### src/rtl/fetch_pkg.sv
// Shared types and constants for the instruction fetch sequencer.
package fetch_pkg;

  localparam int INSTR_BYTES = 4;

  typedef enum logic [1:0] {
    RUN,
    HALTED,
    FAULT
  } fetch_state_t;

  typedef struct packed {
    logic [31:0] instr;
    logic [31:0] pc;
  } fetch_entry_t;

endpackage

### src/rtl/fetch_buffer.sv
// Small synchronous FIFO of fetched {instr, pc} entries.
// Push and pop may coincide when full; flush overrides both.
module fetch_buffer
  import fetch_pkg::*;
#(
  parameter int DEPTH = 2
) (
  input  logic         clk,
  input  logic         rst_n,
  input  logic         push,
  input  logic         pop,
  input  logic         flush,
  input  fetch_entry_t data,
  output logic         full,
  output logic         empty,
  output fetch_entry_t head
);

  localparam int AW = $clog2(DEPTH);

  logic [AW-1:0] rd_ptr;
  logic [AW-1:0] wr_ptr;
  logic [AW:0]   count;
  fetch_entry_t  mem [DEPTH];

  logic do_push;
  logic do_pop;

  assign full    = (count == (AW+1)'(DEPTH));
  assign empty   = (count == '0);
  assign do_push = push && (!full || pop);
  assign do_pop  = pop && !empty;
  assign head    = mem[rd_ptr];

  // NOTE: non-blocking assignments for all clocked state so every flop samples pre-edge values.
  always_ff @(posedge clk or negedge rst_n) begin
    if (!rst_n) begin
      rd_ptr <= '0;
      wr_ptr <= '0;
      count  <= '0;
    end else if (flush) begin
      rd_ptr <= '0;
      wr_ptr <= '0;
      count  <= '0;
    end else begin
      if (do_push) wr_ptr <= wr_ptr + AW'(1);
      if (do_pop)  rd_ptr <= rd_ptr + AW'(1);
      case ({do_push, do_pop})
        2'b10:   count <= count + (AW+1)'(1);
        2'b01:   count <= count - (AW+1)'(1);
        default: count <= count;
      endcase
    end
  end

  // NOTE: storage is deliberately not reset; occupancy alone decides what is valid.
  always_ff @(posedge clk) begin
    if (do_push && !flush) mem[wr_ptr] <= data;
  end

endmodule

### src/rtl/fetch_controller.sv
// Instruction fetch sequencer: PC register, RUN/HALTED/FAULT FSM and prefetch buffer.
// Define FETCH_PERF_EN to add the perf_fetch_cnt / perf_stall_cnt counters.
module fetch_controller
  import fetch_pkg::*;
#(
  parameter logic [31:0] RESET_PC  = 32'h0000_0000,
  parameter int          BUF_DEPTH = 2
) (
  input  logic        clk,
  input  logic        rst_n,
  output logic [31:0] imem_addr,
  input  logic [31:0] imem_instr,
  input  logic        redirect_valid,
  input  logic [31:0] redirect_pc,
  input  logic        halt,
  output logic        out_valid,
  input  logic        out_ready,
  output logic [31:0] out_instr,
  output logic [31:0] out_pc,
  output logic        fault
`ifdef FETCH_PERF_EN
  ,
  output logic [31:0] perf_fetch_cnt,
  output logic [31:0] perf_stall_cnt
`endif
);

  fetch_state_t state_q, state_d;
  logic [31:0]  pc_q, pc_d;

  logic         push;
  logic         pop;
  logic         flush;
  logic         full;
  logic         empty;
  fetch_entry_t wr_entry;
  fetch_entry_t head;

  assign imem_addr = pc_q;
  assign out_valid = !empty;
  assign pop       = out_valid && out_ready;
  assign out_instr = head.instr;
  assign out_pc    = head.pc;
  assign fault     = (state_q == FAULT);
  assign wr_entry  = '{instr: imem_instr, pc: pc_q};

  always_ff @(posedge clk or negedge rst_n) begin
    if (!rst_n) begin
      state_q <= RUN;
      pc_q    <= RESET_PC;
    end else begin
      state_q <= state_d;
      pc_q    <= pc_d;
    end
  end

  // NOTE: every output of this block gets a default first, so no path leaves one unassigned (no latches).
  always_comb begin
    state_d = state_q;
    pc_d    = pc_q;
    push    = 1'b0;
    flush   = 1'b0;
    if (redirect_valid) begin
      // A misaligned target parks the fetcher in FAULT with the PC untouched.
      flush = 1'b1;
      if (redirect_pc[1:0] == 2'b00) begin
        pc_d    = redirect_pc;
        state_d = RUN;
      end else begin
        state_d = FAULT;
      end
    end else begin
      case (state_q)
        RUN: begin
          if (halt) begin
            state_d = HALTED;
          end else if (!full || pop) begin
            push = 1'b1;
            pc_d = pc_q + 32'(INSTR_BYTES);
          end
        end
        HALTED:  if (!halt) state_d = RUN;
        FAULT:   state_d = FAULT;
        default: state_d = RUN;
      endcase
    end
  end

  fetch_buffer #(
    .DEPTH(BUF_DEPTH)
  ) u_buffer (
    .clk   (clk),
    .rst_n (rst_n),
    .push  (push),
    .pop   (pop),
    .flush (flush),
    .data  (wr_entry),
    .full  (full),
    .empty (empty),
    .head  (head)
  );

`ifdef FETCH_PERF_EN
  // A stall is a RUN cycle that wanted to fetch but found the buffer full.
  logic stall;
  assign stall = (state_q == RUN) && !halt && !redirect_valid && !push;

  always_ff @(posedge clk or negedge rst_n) begin
    if (!rst_n) begin
      perf_fetch_cnt <= '0;
      perf_stall_cnt <= '0;
    end else begin
      if (push)  perf_fetch_cnt <= perf_fetch_cnt + 32'd1;
      if (stall) perf_stall_cnt <= perf_stall_cnt + 32'd1;
    end
  end
`endif

endmodule

### config.mk
export PLATFORM = sky130hd
export DESIGN_NAME = fetch_controller
export DESIGN_NICKNAME = d
export VERILOG_FILES = /design/src/rtl/fetch_pkg.sv /design/src/rtl/fetch_buffer.sv /design/src/rtl/fetch_controller.sv
export SDC_FILE = /design/constraint.sdc
export NUM_CORES = 1
export LEC_CHECK = 0
export CAP_MARGIN = 20
export CORE_MARGIN = 5
export CORE_UTILIZATION = 50
export DETAILED_ROUTE_END_ITERATION = 12
export GPL_TIMING_DRIVEN = 0
export PLACE_DENSITY = 0.79
export SETUP_SLACK_MARGIN = 0.4
export SYNTH_ARGS = -nofsm -noshare
export SYNTH_HDL_FRONTEND = slang
export SYNTH_HIERARCHICAL = 1
export SYNTH_SLANG_ARGS = --single-unit
### constraint.sdc
create_clock -name clk -period 7.75 [get_ports clk]
set_clock_uncertainty 0.15 [all_clocks]
set_input_delay 1.55 -clock clk [delete_from_list [all_inputs] [get_ports clk]]
set_output_delay 1.55 -clock clk [all_outputs]
set_load 0.005 [all_outputs]
# After elaboration in Yosys (flattened, before gate mapping)
# Memory sizes are Yosys's and may differ from the RTL's.
# Index checks and enable logic that the tools add are counted.
classes:
  add_sub_neg: 5
  n_mul: 0
  n_div: 0
  order_cmp: 0
  eq_ne: 9
  shifts: 0
  mux: 23
  n_bitwise: 0
  reduce_logical: 18
ops:
  columns: ["operator", "n"]
  rows:
  - ["$mux 32", 5]
  - ["$add 32x3->32 const B", 1]
  - ["$mux 1", 11]
  - ["$mux 2", 5]
  - ["$reduce_bool 2->1", 4]
  - ["$eq 2x2->1 const B", 3]
  - ["$logic_not 2->1", 3]
  - ["$ne 3x3->1 const B", 2]
  - ["$pmux 2 s3", 1]
  - ["$eq 2x1->1 const B", 2]
  - ["$logic_and 1x1->1", 4]
  - ["$pmux 2 s2", 1]
  - ["$reduce_and 4->1", 1]
  - ["$logic_not 1->1", 3]
  - ["$reduce_bool 3->1", 1]
  - ["$add 1x1->1 const B", 2]
  - ["$add 2x1->2 const B", 1]
  - ["$ne 2x1->1 const B", 1]
  - ["$ne 2x2->1 const B", 1]
  - ["$reduce_and 2->1", 1]
  - ["$sub 2x1->2 const B", 1]
  - ["$logic_or 1x1->1", 1]
totals:
  reg_bits: 38
  latch_bits: 0
  ram_bits: 128
  rom_bits: 0
  out_inout_bits: 98
  word_cells: 61
  mem_count: 1
mem_list:
  columns: ["name", "depth", "word_bits", "rd", "rd_ports_with_merged_regs", "write_ports", "line_no", "rtl"]
  rows:
  - ["u_buffer.mem", 2, 64, 1, 0, 1, "fetch_buffer.sv:24", "fetch_entry_t mem [DEPTH];"]

# Logic depth before layout (Yosys ltp)
# Gate-level depths: netlist of run 1.
depth:
  ltp_word: 12
  depth_mapped: 8
  ltp_nobuf: 7

# Modules after synthesis
# The synthesis of run 1 kept the hierarchy.
modules_own_cells:
  columns: ["module", "instances", "cells_per_inst", "area_per_inst_um2", "seq_area_each_um2"]
  rows:
  - ["fetch_buffer", 1, 224, 4853.4, 3943.8]
  - ["fetch_controller", 1, 278, 2391.0, 850.8]

# Least setup slack after synthesis of run 1
# Ideal clock, no wire load.
synth_path:
  path_kind: "input to register"
  from: "in redirect_valid"
  to: "mem u_buffer/mem[1][0] (netlist name) (enable)"
  setup_time_ps: 578
  t_arrival_ps: 7640
  required_time_ps: 7022
  setup_slack_ps: -618
  cell_stages: 8
  cell_sequence: "buf_6 -> or4_4 -> a21o_4 -> inv_2 -> buf_2 -> inv_1 -> a21o_1 -> nor3b_1"
synth_between:
  elab_chain_len: 5
  word_cells_on_any_way: 7
  classes_between: "mux: 4; reduce/logical: 3"
synth_rtl:
  columns: ["element", "line_no", "rtl"]
  rows:
  - ["start, declared", "fetch_controller.sv:13", "input logic redirect_valid,"]
  - ["$mux 1", "fetch_controller.sv:63", "if (redirect_valid) begin"]
  - ["via push", "fetch_controller.sv:31", "logic push;"]
  - ["$logic_and 1x1->1", "fetch_buffer.sv:31", "assign do_push = push && (!full || pop);"]
  - ["$logic_and 1x1->1", "fetch_buffer.sv:58", "if (do_push && !flush) mem[wr_ptr] <= data;"]
  - ["$mux 1", "fetch_buffer.sv:58", null]
  - ["$mux 1 (not written as such)", "fetch_buffer.sv:58", null]
  - ["end, declared", "fetch_buffer.sv:24", null]
# The timed path passes the listed nets, and every way through them passes these cells.

# Worst setup path after layout of run 1
layout_path:
  from: "in redirect_valid"
  to: "mem u_buffer/mem[1][34] (netlist name) (enable)"
# The elaborated chain is that of the path after synthesis.

==> impl_metrics.xml, run 1 <==
<?xml version="1.0" encoding="UTF-8"?>
<metrics>
  <group name="clock_network">
    <metric name="cts-hold-fix-buffers" unit="">0</metric>
    <metric name="cts_max_path_buffers" unit="">2</metric>
    <metric name="clk_pin_slew" unit="ns">0.06</metric>
    <metric name="cts_resized" unit="">0</metric>
    <metric name="cts.sink_count" unit="">166</metric>
    <metric name="number_of_clock_buffers_inserted_by_tritoncts" unit="">17</metric>
    <metric name="worstSkewPairLatency" unit="ns">0.42</metric>
    <metric name="clock_tree.root_cell" unit="">sky130_fd_sc_hd__clkbuf_16</metric>
    <metric name="postCtsSetupBuffers" unit="">0</metric>
    <metric name="h-tree-depth" unit="">4</metric>
    <metric name="tritoncts" unit="">built</metric>
  </group>
  <group name="floorplanning">
    <metric name="start_util" unit="">0.504</metric>
    <metric name="floorplan.rows" unit="">44</metric>
    <metric name="ioPinCount" unit="">167</metric>
    <metric name="die-height" unit="um">130</metric>
    <metric name="die_boundary_width" unit="um">130</metric>
    <metric name="core_region_area" unit="sq um">14400</metric>
    <metric name="die_area" unit="sq um">17000</metric>
  </group>
  <group name="setup_path">
    <metric name="crit_path_cell_trace" unit="">clkdlybuf4s50_1 &gt; buf_6 &gt; or4_4 &gt; a21o_4 &gt; inv_2 &gt; buf_2 &gt; inv_1 &gt; a21o_1 &gt; nor3b_4 &gt; buf_8 &gt; buf_16</metric>
    <metric name="worst_path_max_delay_cell" unit="">sky130_fd_sc_hd__nor3b_4</metric>
    <metric name="worst_path_dominant_cell_family" unit="">buffers and inverters</metric>
    <metric name="reg2reg_depth" unit="">9</metric>
    <metric name="setup.worst_path.class" unit="">input pin to register</metric>
    <metric name="critical_path.startpoint_type" unit="">input pin</metric>
    <metric name="critical_path_depth" unit="">11</metric>
    <metric name="data_arrival_time_of_the_critical_path" unit="ns">5.43</metric>
    <metric name="crit_buf_inv" unit="">7</metric>
    <metric name="crit_fanout" unit="">17</metric>
    <metric name="endpoint_kind" unit="">register</metric>
    <metric name="crit_required" unit="ns">7.72</metric>
    <metric name="max_stage_delay" unit="ns">0.89</metric>
  </group>
  <group name="timing">
    <metric name="maxSlewHeadroom" unit="">0.295</metric>
    <metric name="finalWorstSetupSlack" unit="ns">2.29</metric>
    <metric name="totalNegativeSetupSlack" unit="ns">0</metric>
    <metric name="worst-slew-pin-transition" unit="ns">1.06</metric>
    <metric name="report.final.hold_viol_count" unit="">0</metric>
    <metric name="report.final.slew_viol_count" unit="">0</metric>
    <metric name="finalCriticalPeriod" unit="ns">5.46</metric>
    <metric name="finalSetupViolCount" unit="">0</metric>
    <metric name="finalCritPeriodShare" unit="">0.705</metric>
    <metric name="fmax" unit="MHz">183</metric>
    <metric name="setup_repair_after_global_routing_missed_its_margin" unit="">no</metric>
  </group>
  <group name="layout">
    <metric name="antenna_cells" unit="">0</metric>
    <metric name="nNetsFinal" unit="">763</metric>
    <metric name="final_cell_mix" unit="">165 x sky130_fd_sc_hd__clkdlybuf4s50_1, 128 x sky130_fd_sc_hd__edfxtp_1, 42 x sky130_fd_sc_hd__mux2_2, 38 x sky130_fd_sc_hd__dfrtp_1, 22 x sky130_fd_sc_hd__mux2_1</metric>
    <metric name="share_of_layout_cells_above_drive_strength_1" unit="">0.152</metric>
    <metric name="fillerInstances" unit="">1025</metric>
    <metric name="area_growth" unit="%">35.5</metric>
    <metric name="layoutNonFillerInstCount" unit="">890</metric>
    <metric name="summed_area_of_non_filler_cells_in_the_final_layout" unit="sq um">9820</metric>
    <metric name="most_common_cell_after_layout_fill_and_taps_aside" unit="">sky130_fd_sc_hd__clkdlybuf4s50_1</metric>
  </group>
  <group name="outcome">
    <metric name="run_status" unit="">complete, no violations</metric>
  </group>
  <group name="grt">
    <metric name="first_pass_grt_wire_length" unit="um">30000</metric>
    <metric name="grt_remaining_overflow" unit="">0</metric>
    <metric name="maximum_number_of_pins_on_one_net_before_global_route_repair" unit="">39</metric>
    <metric name="grt_util_all_layers" unit="">0.232</metric>
    <metric name="first_global_vias" unit="">5455</metric>
    <metric name="grt_antenna_before_repair" unit="">0</metric>
  </group>
  <group name="detailed_routing">
    <metric name="detailroute.via_count" unit="">5357</metric>
    <metric name="drt-vias-per-instance" unit="">6.02</metric>
    <metric name="detail_route.drc_violations" unit="">0</metric>
    <metric name="wire_per_inst" unit="um">21.8</metric>
    <metric name="drtPass1Iterations" unit="">6</metric>
    <metric name="ant_nets" unit="">0</metric>
    <metric name="wl" unit="um">19400</metric>
    <metric name="detail_route.iter0.violations" unit="">580</metric>
  </group>
  <group name="placement">
    <metric name="placedInstanceArea" unit="sq um">9280</metric>
    <metric name="numPlacedInstances" unit="">858</metric>
    <metric name="placement.setup.worst_slack" unit="ns">1.89</metric>
    <metric name="io_buffer_count" unit="">166</metric>
    <metric name="dp_hpwl" unit="um">13500</metric>
    <metric name="place.gp.congestion" unit="">0.891</metric>
  </group>
  <group name="synth">
    <metric name="postSynthAreaPerCell" unit="sq um">14.4</metric>
    <metric name="yosys_reg_bits" unit="">166</metric>
    <metric name="ys.warnings.count" unit="">6</metric>
    <metric name="ys_seq_area_frac" unit="">0.662</metric>
    <metric name="synth_ff_type" unit="">sky130_fd_sc_hd__edfxtp_1</metric>
    <metric name="synthArstFlopShare" unit="">0.229</metric>
    <metric name="syn_inst" unit="">502</metric>
    <metric name="synth_fp_nets" unit="">572</metric>
    <metric name="netlist_area" unit="sq um">7240</metric>
    <metric name="synth_enable_flop_cells" unit="">128</metric>
    <metric name="ys_types" unit="">69</metric>
  </group>
  <group name="power_and_ir_drop">
    <metric name="power.ir.vdd_worst" unit="uV">139</metric>
    <metric name="post-layout-total-power" unit="uW">2140</metric>
    <metric name="cellLeakagePower" unit="uW">0.00347</metric>
    <metric name="p_per_area" unit="nW/um^2">218</metric>
  </group>
  <group name="run">
    <metric name="drv_cap" unit="">0</metric>
  </group>
  <group name="hold_path">
    <metric name="hold_depth" unit="">1</metric>
    <metric name="min_path_type" unit="">register to register</metric>
  </group>
</metrics>
[where the power goes]
group / switching, uW / total (uW) / internal, uW / leakage (uW)
Clock: 326 / 772 / 446 / 0.000253
Combinational: 121 / 274 / 153 / 0.00160
Sequential: 76.3 / 1090 / 1010 / 0.00162
[flip-flops by register name, indices dropped and copies added (netlist names)]
signal,flops
u_buffer/mem,128
imem_addr,32
state_q,2
u_buffer/count,2
u_buffer/rd_ptr,1
u_buffer/wr_ptr,1
[stage by stage]
| stage | util | hold slack (ns) |
|---|---|---|
| finish | 0.683 | 0.314 |
| CTS | 0.683 | 0.314 |
| floorplan | - | 0.274 |
| global route | 0.683 | 0.328 |
| global placement | 0.637 | 0.288 |
| detailed placement | 0.646 | 0.307 |
[metal layers]
| metal | routed length [um] | vias to the layer above | part of all wire | track usage |
|---|---|---|---|---|
| met3 | 1920 | 33 | 0.099 | 0.0606 |
| met4 | 327 | 0 | 0.017 | 0.0732 |
| met1 | 7570 | 2613 | 0.39 | 0.301 |
| met2 | 9570 | 337 | 0.49 | 0.385 |
| met5 | 0 | - | 0 | 0 |
| li1 | - | 2374 | - | - |
[cell type report]
cell class                      count  area [sq um]  area share
Sequential cell                   166          4790       0.488
Tap cell                          184           230      0.0234
Inverter                           13          48.8     0.00497
Timing Repair Buffer              172          1780       0.182
Clock inverter                     10          83.8     0.00854
Buffer                             31           173      0.0176
Clock buffer                       22           454      0.0463
Multi-Input combinational cell    292          2250       0.229
[cell families after synthesis]
family	after synthesis	share of synthesized area
buf+inv	44	0.0306
fa+ha+maj	1	0.00173
xor+xnor	1	0.00121
compound gates	94	0.0965
flops	166	0.662
simple gates	130	0.105
mux	66	0.103
[cell usage after synthesis (6+ instances only)]
cell type / n / share of area
sky130_fd_sc_hd__edfxtp_1: 128 / 0.53
sky130_fd_sc_hd__mux2_2: 42 / 0.065
sky130_fd_sc_hd__dfrtp_1: 38 / 0.13
sky130_fd_sc_hd__mux2_1: 22 / 0.034
sky130_fd_sc_hd__nor2_1: 20 / 0.010
sky130_fd_sc_hd__and3_1: 19 / 0.016
sky130_fd_sc_hd__nand2_1: 15 / 0.0078
sky130_fd_sc_hd__clkbuf_1: 14 / 0.0073
sky130_fd_sc_hd__nor3_1: 14 / 0.0097
sky130_fd_sc_hd__nand3_1: 13 / 0.0090
sky130_fd_sc_hd__inv_1: 12 / 0.0062
sky130_fd_sc_hd__a31oi_1: 10 / 0.0086
sky130_fd_sc_hd__o21ai_0: 10 / 0.0069
sky130_fd_sc_hd__a21oi_1: 9 / 0.0062
sky130_fd_sc_hd__o22ai_1: 9 / 0.0078
sky130_fd_sc_hd__nand4_1: 8 / 0.0069
sky130_fd_sc_hd__a211oi_1: 7 / 0.0073
sky130_fd_sc_hd__and4_1: 7 / 0.0085
sky130_fd_sc_hd__a22o_1: 6 / 0.0073
sky130_fd_sc_hd__buf_2: 6 / 0.0041
[worst paths after layout]
check / startpoint / endpoint / slack, ns
max: redirect_valid / u_buffer/mem[1][34]$_DFFE_PP_ / 2.29
min: state_q[1]$_DFFE_PN0P_ / state_q[0]$_DFFE_PN0P_ / 0.31
max reg2reg: state_q[1]$_DFFE_PN0P_ / u_buffer/mem[1][34]$_DFFE_PP_ / 3.93
min reg2reg: state_q[1]$_DFFE_PN0P_ / state_q[0]$_DFFE_PN0P_ / 0.31
max in group asynchronous: rst_n / imem_addr[29]$_DFFE_PN0P_ / 5.75
min in group asynchronous: rst_n / imem_addr[13]$_DFFE_PN0P_ / 1.11
Note: power is estimated with default switching activity, not from simulation.
==> run 2: changes to the inputs <==
CORE_UTILIZATION = 45   (was 50)
PLACE_DENSITY = 0.75   (was 0.79)
clock period = 5 ns   (was 7.75 ns; I/O delays follow)
==> run 2 against run 1 <==
Largest power group unchanged. Power rose by 56%. Non-clock buffer count rose by 3. Sequential share of layout area fell by 0.65 points. Critical endpoint is now u_buffer/mem[0][31]$_DFFE_PP_. Critical path depth rose by 1.
==> impl_metrics.xml, run 2 (synthesis gave the netlist of run 1 again) <==
<?xml version="1.0" encoding="UTF-8"?>
<metrics>
  <group name="power_and_ir_drop">
    <metric name="power.share.sequential" unit="">0.508</metric>
    <metric name="post-layout-total-power" unit="uW">3330</metric>
    <metric name="power_report.internal_total" unit="uW">2500</metric>
    <metric name="p_per_area" unit="nW/um^2">335</metric>
    <metric name="netSwitchingPower" unit="uW">834</metric>
    <metric name="combinationalPowerShare" unit="">0.126</metric>
    <metric name="swShare" unit="">0.250</metric>
    <metric name="power.ir.vdd_worst" unit="uV">249</metric>
    <metric name="cellLeakagePower" unit="uW">0.00352</metric>
    <metric name="clock_power_share" unit="">0.366</metric>
  </group>
  <group name="clock_network">
    <metric name="cts-hold-fix-buffers" unit="">0</metric>
    <metric name="tritoncts" unit="">built</metric>
    <metric name="cts_resized" unit="">0</metric>
    <metric name="clock_tree.root_cell" unit="">sky130_fd_sc_hd__clkbuf_16</metric>
    <metric name="clk_pin_slew" unit="ns">0.07</metric>
    <metric name="postCtsSetupBuffers" unit="">0</metric>
    <metric name="cts_max_path_buffers" unit="">2</metric>
    <metric name="cts.sink_count" unit="">166</metric>
    <metric name="number_of_clock_buffers_inserted_by_tritoncts" unit="">17</metric>
    <metric name="worstSkewPairLatency" unit="ns">0.42</metric>
    <metric name="h-tree-depth" unit="">4</metric>
  </group>
  <group name="setup_path">
    <metric name="worst_path_max_delay_cell" unit="">sky130_fd_sc_hd__clkdlybuf4s50_1</metric>
    <metric name="reg2reg_depth" unit="">10</metric>
    <metric name="endpoint_kind" unit="">register</metric>
    <metric name="rr_startpoint" unit="">state_q[1]$_DFFE_PN0P_</metric>
    <metric name="worst_path_dominant_cell_family" unit="">buffers and inverters</metric>
    <metric name="critical_path.startpoint_type" unit="">input pin</metric>
    <metric name="crit_fanout" unit="">18</metric>
    <metric name="setup.worst_path.class" unit="">input pin to register</metric>
    <metric name="rr_endpoint" unit="">u_buffer/mem[0][31]$_DFFE_PP_</metric>
    <metric name="reg2reg_setup_slack" unit="ns">1.79</metric>
    <metric name="crit_path_cell_trace" unit="">clkdlybuf4s50_1 &gt; buf_6 &gt; or4_4 &gt; a21o_4 &gt; inv_4 &gt; buf_6 &gt; inv_1 &gt; a21o_1 &gt; nor3_4 &gt; buf_16 &gt; buf_16 &gt; buf_8</metric>
    <metric name="endpoint" unit="">u_buffer/mem[0][31]$_DFFE_PP_</metric>
    <metric name="data_arrival_time_of_the_critical_path" unit="ns">4.29</metric>
    <metric name="crit_path_start" unit="">redirect_valid</metric>
    <metric name="crit_required" unit="ns">4.98</metric>
    <metric name="max_stage_delay" unit="ns">0.64</metric>
    <metric name="critical_path_depth" unit="">12</metric>
    <metric name="crit_buf_inv" unit="">8</metric>
  </group>
  <group name="detailed_routing">
    <metric name="wl" unit="um">19100</metric>
    <metric name="detail_route.drc_violations" unit="">0</metric>
    <metric name="drt-vias-per-instance" unit="">5.63</metric>
    <metric name="drtPass1Iterations" unit="">7</metric>
    <metric name="wire_per_inst" unit="um">20.6</metric>
    <metric name="detailroute.via_count" unit="">5206</metric>
    <metric name="ant_nets" unit="">0</metric>
    <metric name="detail_route.iter0.violations" unit="">373</metric>
  </group>
  <group name="hold_path">
    <metric name="min_path_type" unit="">register to register</metric>
  </group>
  <group name="placement">
    <metric name="placement.setup.worst_slack" unit="ns">0.231</metric>
    <metric name="dp_hpwl" unit="um">13700</metric>
    <metric name="placedInstanceArea" unit="sq um">9400</metric>
    <metric name="place.gp.congestion" unit="">0.896</metric>
    <metric name="io_buffer_count" unit="">166</metric>
  </group>
  <group name="timing">
    <metric name="worst-slew-pin-transition" unit="ns">0.930</metric>
    <metric name="finalSetupViolCount" unit="">0</metric>
    <metric name="maxSlewHeadroom" unit="">0.379</metric>
    <metric name="finalCritPeriodShare" unit="">0.862</metric>
    <metric name="fmax" unit="MHz">232</metric>
    <metric name="finalCriticalPeriod" unit="ns">4.31</metric>
    <metric name="whs" unit="ns">0.316</metric>
    <metric name="setup_repair_after_global_routing_missed_its_margin" unit="">no</metric>
    <metric name="finalWorstSetupSlack" unit="ns">0.689</metric>
    <metric name="report.final.slew_viol_count" unit="">0</metric>
    <metric name="report.final.hold_viol_count" unit="">0</metric>
  </group>
  <group name="grt">
    <metric name="grt_remaining_overflow" unit="">0</metric>
    <metric name="grt_util_all_layers" unit="">0.209</metric>
    <metric name="first_pass_grt_wire_length" unit="um">29800</metric>
    <metric name="first_global_vias" unit="">5497</metric>
    <metric name="maximum_number_of_pins_on_one_net_before_global_route_repair" unit="">21</metric>
    <metric name="grt_antenna_before_repair" unit="">1</metric>
  </group>
  <group name="layout">
    <metric name="largest_register_ffs" unit="">128</metric>
    <metric name="nNetsFinal" unit="">766</metric>
    <metric name="area_growth" unit="%">37.4</metric>
    <metric name="antenna_cells" unit="">0</metric>
    <metric name="final_cell_mix" unit="">165 x sky130_fd_sc_hd__clkdlybuf4s50_1, 128 x sky130_fd_sc_hd__edfxtp_1, 42 x sky130_fd_sc_hd__mux2_2, 38 x sky130_fd_sc_hd__dfrtp_1, 22 x sky130_fd_sc_hd__mux2_1</metric>
    <metric name="share_of_layout_cells_above_drive_strength_1" unit="">0.158</metric>
    <metric name="largest_register" unit="">u_buffer/mem</metric>
    <metric name="most_common_cell_after_layout_fill_and_taps_aside" unit="">sky130_fd_sc_hd__clkdlybuf4s50_1</metric>
    <metric name="summed_area_of_non_filler_cells_in_the_final_layout" unit="sq um">9950</metric>
  </group>
  <group name="floorplanning">
    <metric name="floorplan.rows" unit="">46</metric>
    <metric name="start_util" unit="">0.458</metric>
    <metric name="die-height" unit="um">137</metric>
    <metric name="die_area" unit="sq um">18700</metric>
    <metric name="ioPinCount" unit="">167</metric>
    <metric name="core_region_area" unit="sq um">15800</metric>
    <metric name="die_boundary_width" unit="um">137</metric>
  </group>
  <group name="outcome">
    <metric name="run_status" unit="">complete, no violations</metric>
  </group>
  <group name="run">
    <metric name="drv_cap" unit="">0</metric>
  </group>
</metrics>
[run 2: cell types whose count changed in the layout (fill, tap and decap cells not counted), moves of 2 or more]
cell | previous run | this run
sky130_fd_sc_hd__buf_16 | 3 | 5
sky130_fd_sc_hd__clkbuf_1 | 18 | 14
sky130_fd_sc_hd__clkinv_2 | 4 | 2
sky130_fd_sc_hd__clkinv_4 | 0 | 3
sky130_fd_sc_hd__clkinvlp_4 | 4 | 2
sky130_fd_sc_hd__inv_6 | 0 | 3
[run 2: cell type report]
class,count,area [sq um]
fill,1220,5880
sequential,166,4790
multi-input combinational,292,2250
timing repair buffer,175,1850
clock buffer,17,425
tap,216,270
buffer,31,179
clock inverter,14,126
inverter,13,51.3
[run 2: metrics by stage]
step,TNS (ns),util,std cells
2_1_floorplan,0,-,502
6_report,0,0.629,924
3_5_place_dp,0,0.594,893
5_1_grt,0,0.629,924
3_3_place_gp,-168.74,0.582,884
4_1_cts,0,0.629,924
[run 2: metal layers]
| layer | up-vias | wire length, um | GRT usage |
|---|---|---|---|
| li1 | 2379 | - | - |
| met1 | 2554 | 7880 | 0.267 |
| met2 | 239 | 9180 | 0.344 |
| met3 | 32 | 1600 | 0.0544 |
| met4 | 2 | 390 | 0.0765 |
| met5 | - | 19 | 0 |
[run 2: worst register-to-register path: stages (launching register included)]
cell and delay, ns:
sky130_fd_sc_hd__dfrtp_1 0.39, sky130_fd_sc_hd__or4_4 0.52, sky130_fd_sc_hd__a21o_4 0.25, sky130_fd_sc_hd__inv_4 0.10, sky130_fd_sc_hd__buf_6 0.17, sky130_fd_sc_hd__inv_1 0.10, sky130_fd_sc_hd__a21o_1 0.24, sky130_fd_sc_hd__nor3_4 0.41
sky130_fd_sc_hd__buf_16 0.23, sky130_fd_sc_hd__buf_16 0.18, sky130_fd_sc_hd__buf_8 0.16
[run 2: power groups by stage]
stage                     Sequential (uW)  Clock [uW]  Combinational (uW)
after global routing                 1710        1310                 456
final                                1690        1220                 420
after detailed placement             1720           0                 417
after global placement               1710           0                 403
after CTS                            1690        1240                 421
after floorplan                      1680           0                 171
[run 2: worst min-delay path by stage]
stage                           start                     end  cells past startpoint
6_report       state_q[1]$_DFFE_PN0P_  state_q[0]$_DFFE_PN0P_                      1
2_1_floorplan  state_q[1]$_DFFE_PN0P_  state_q[0]$_DFFE_PN0P_                      1
4_1_cts        state_q[1]$_DFFE_PN0P_  state_q[0]$_DFFE_PN0P_                      1
3_3_place_gp   state_q[1]$_DFFE_PN0P_  state_q[0]$_DFFE_PN0P_                      1
3_5_place_dp   state_q[1]$_DFFE_PN0P_  state_q[0]$_DFFE_PN0P_                      1
5_1_grt        state_q[1]$_DFFE_PN0P_  state_q[0]$_DFFE_PN0P_                      1
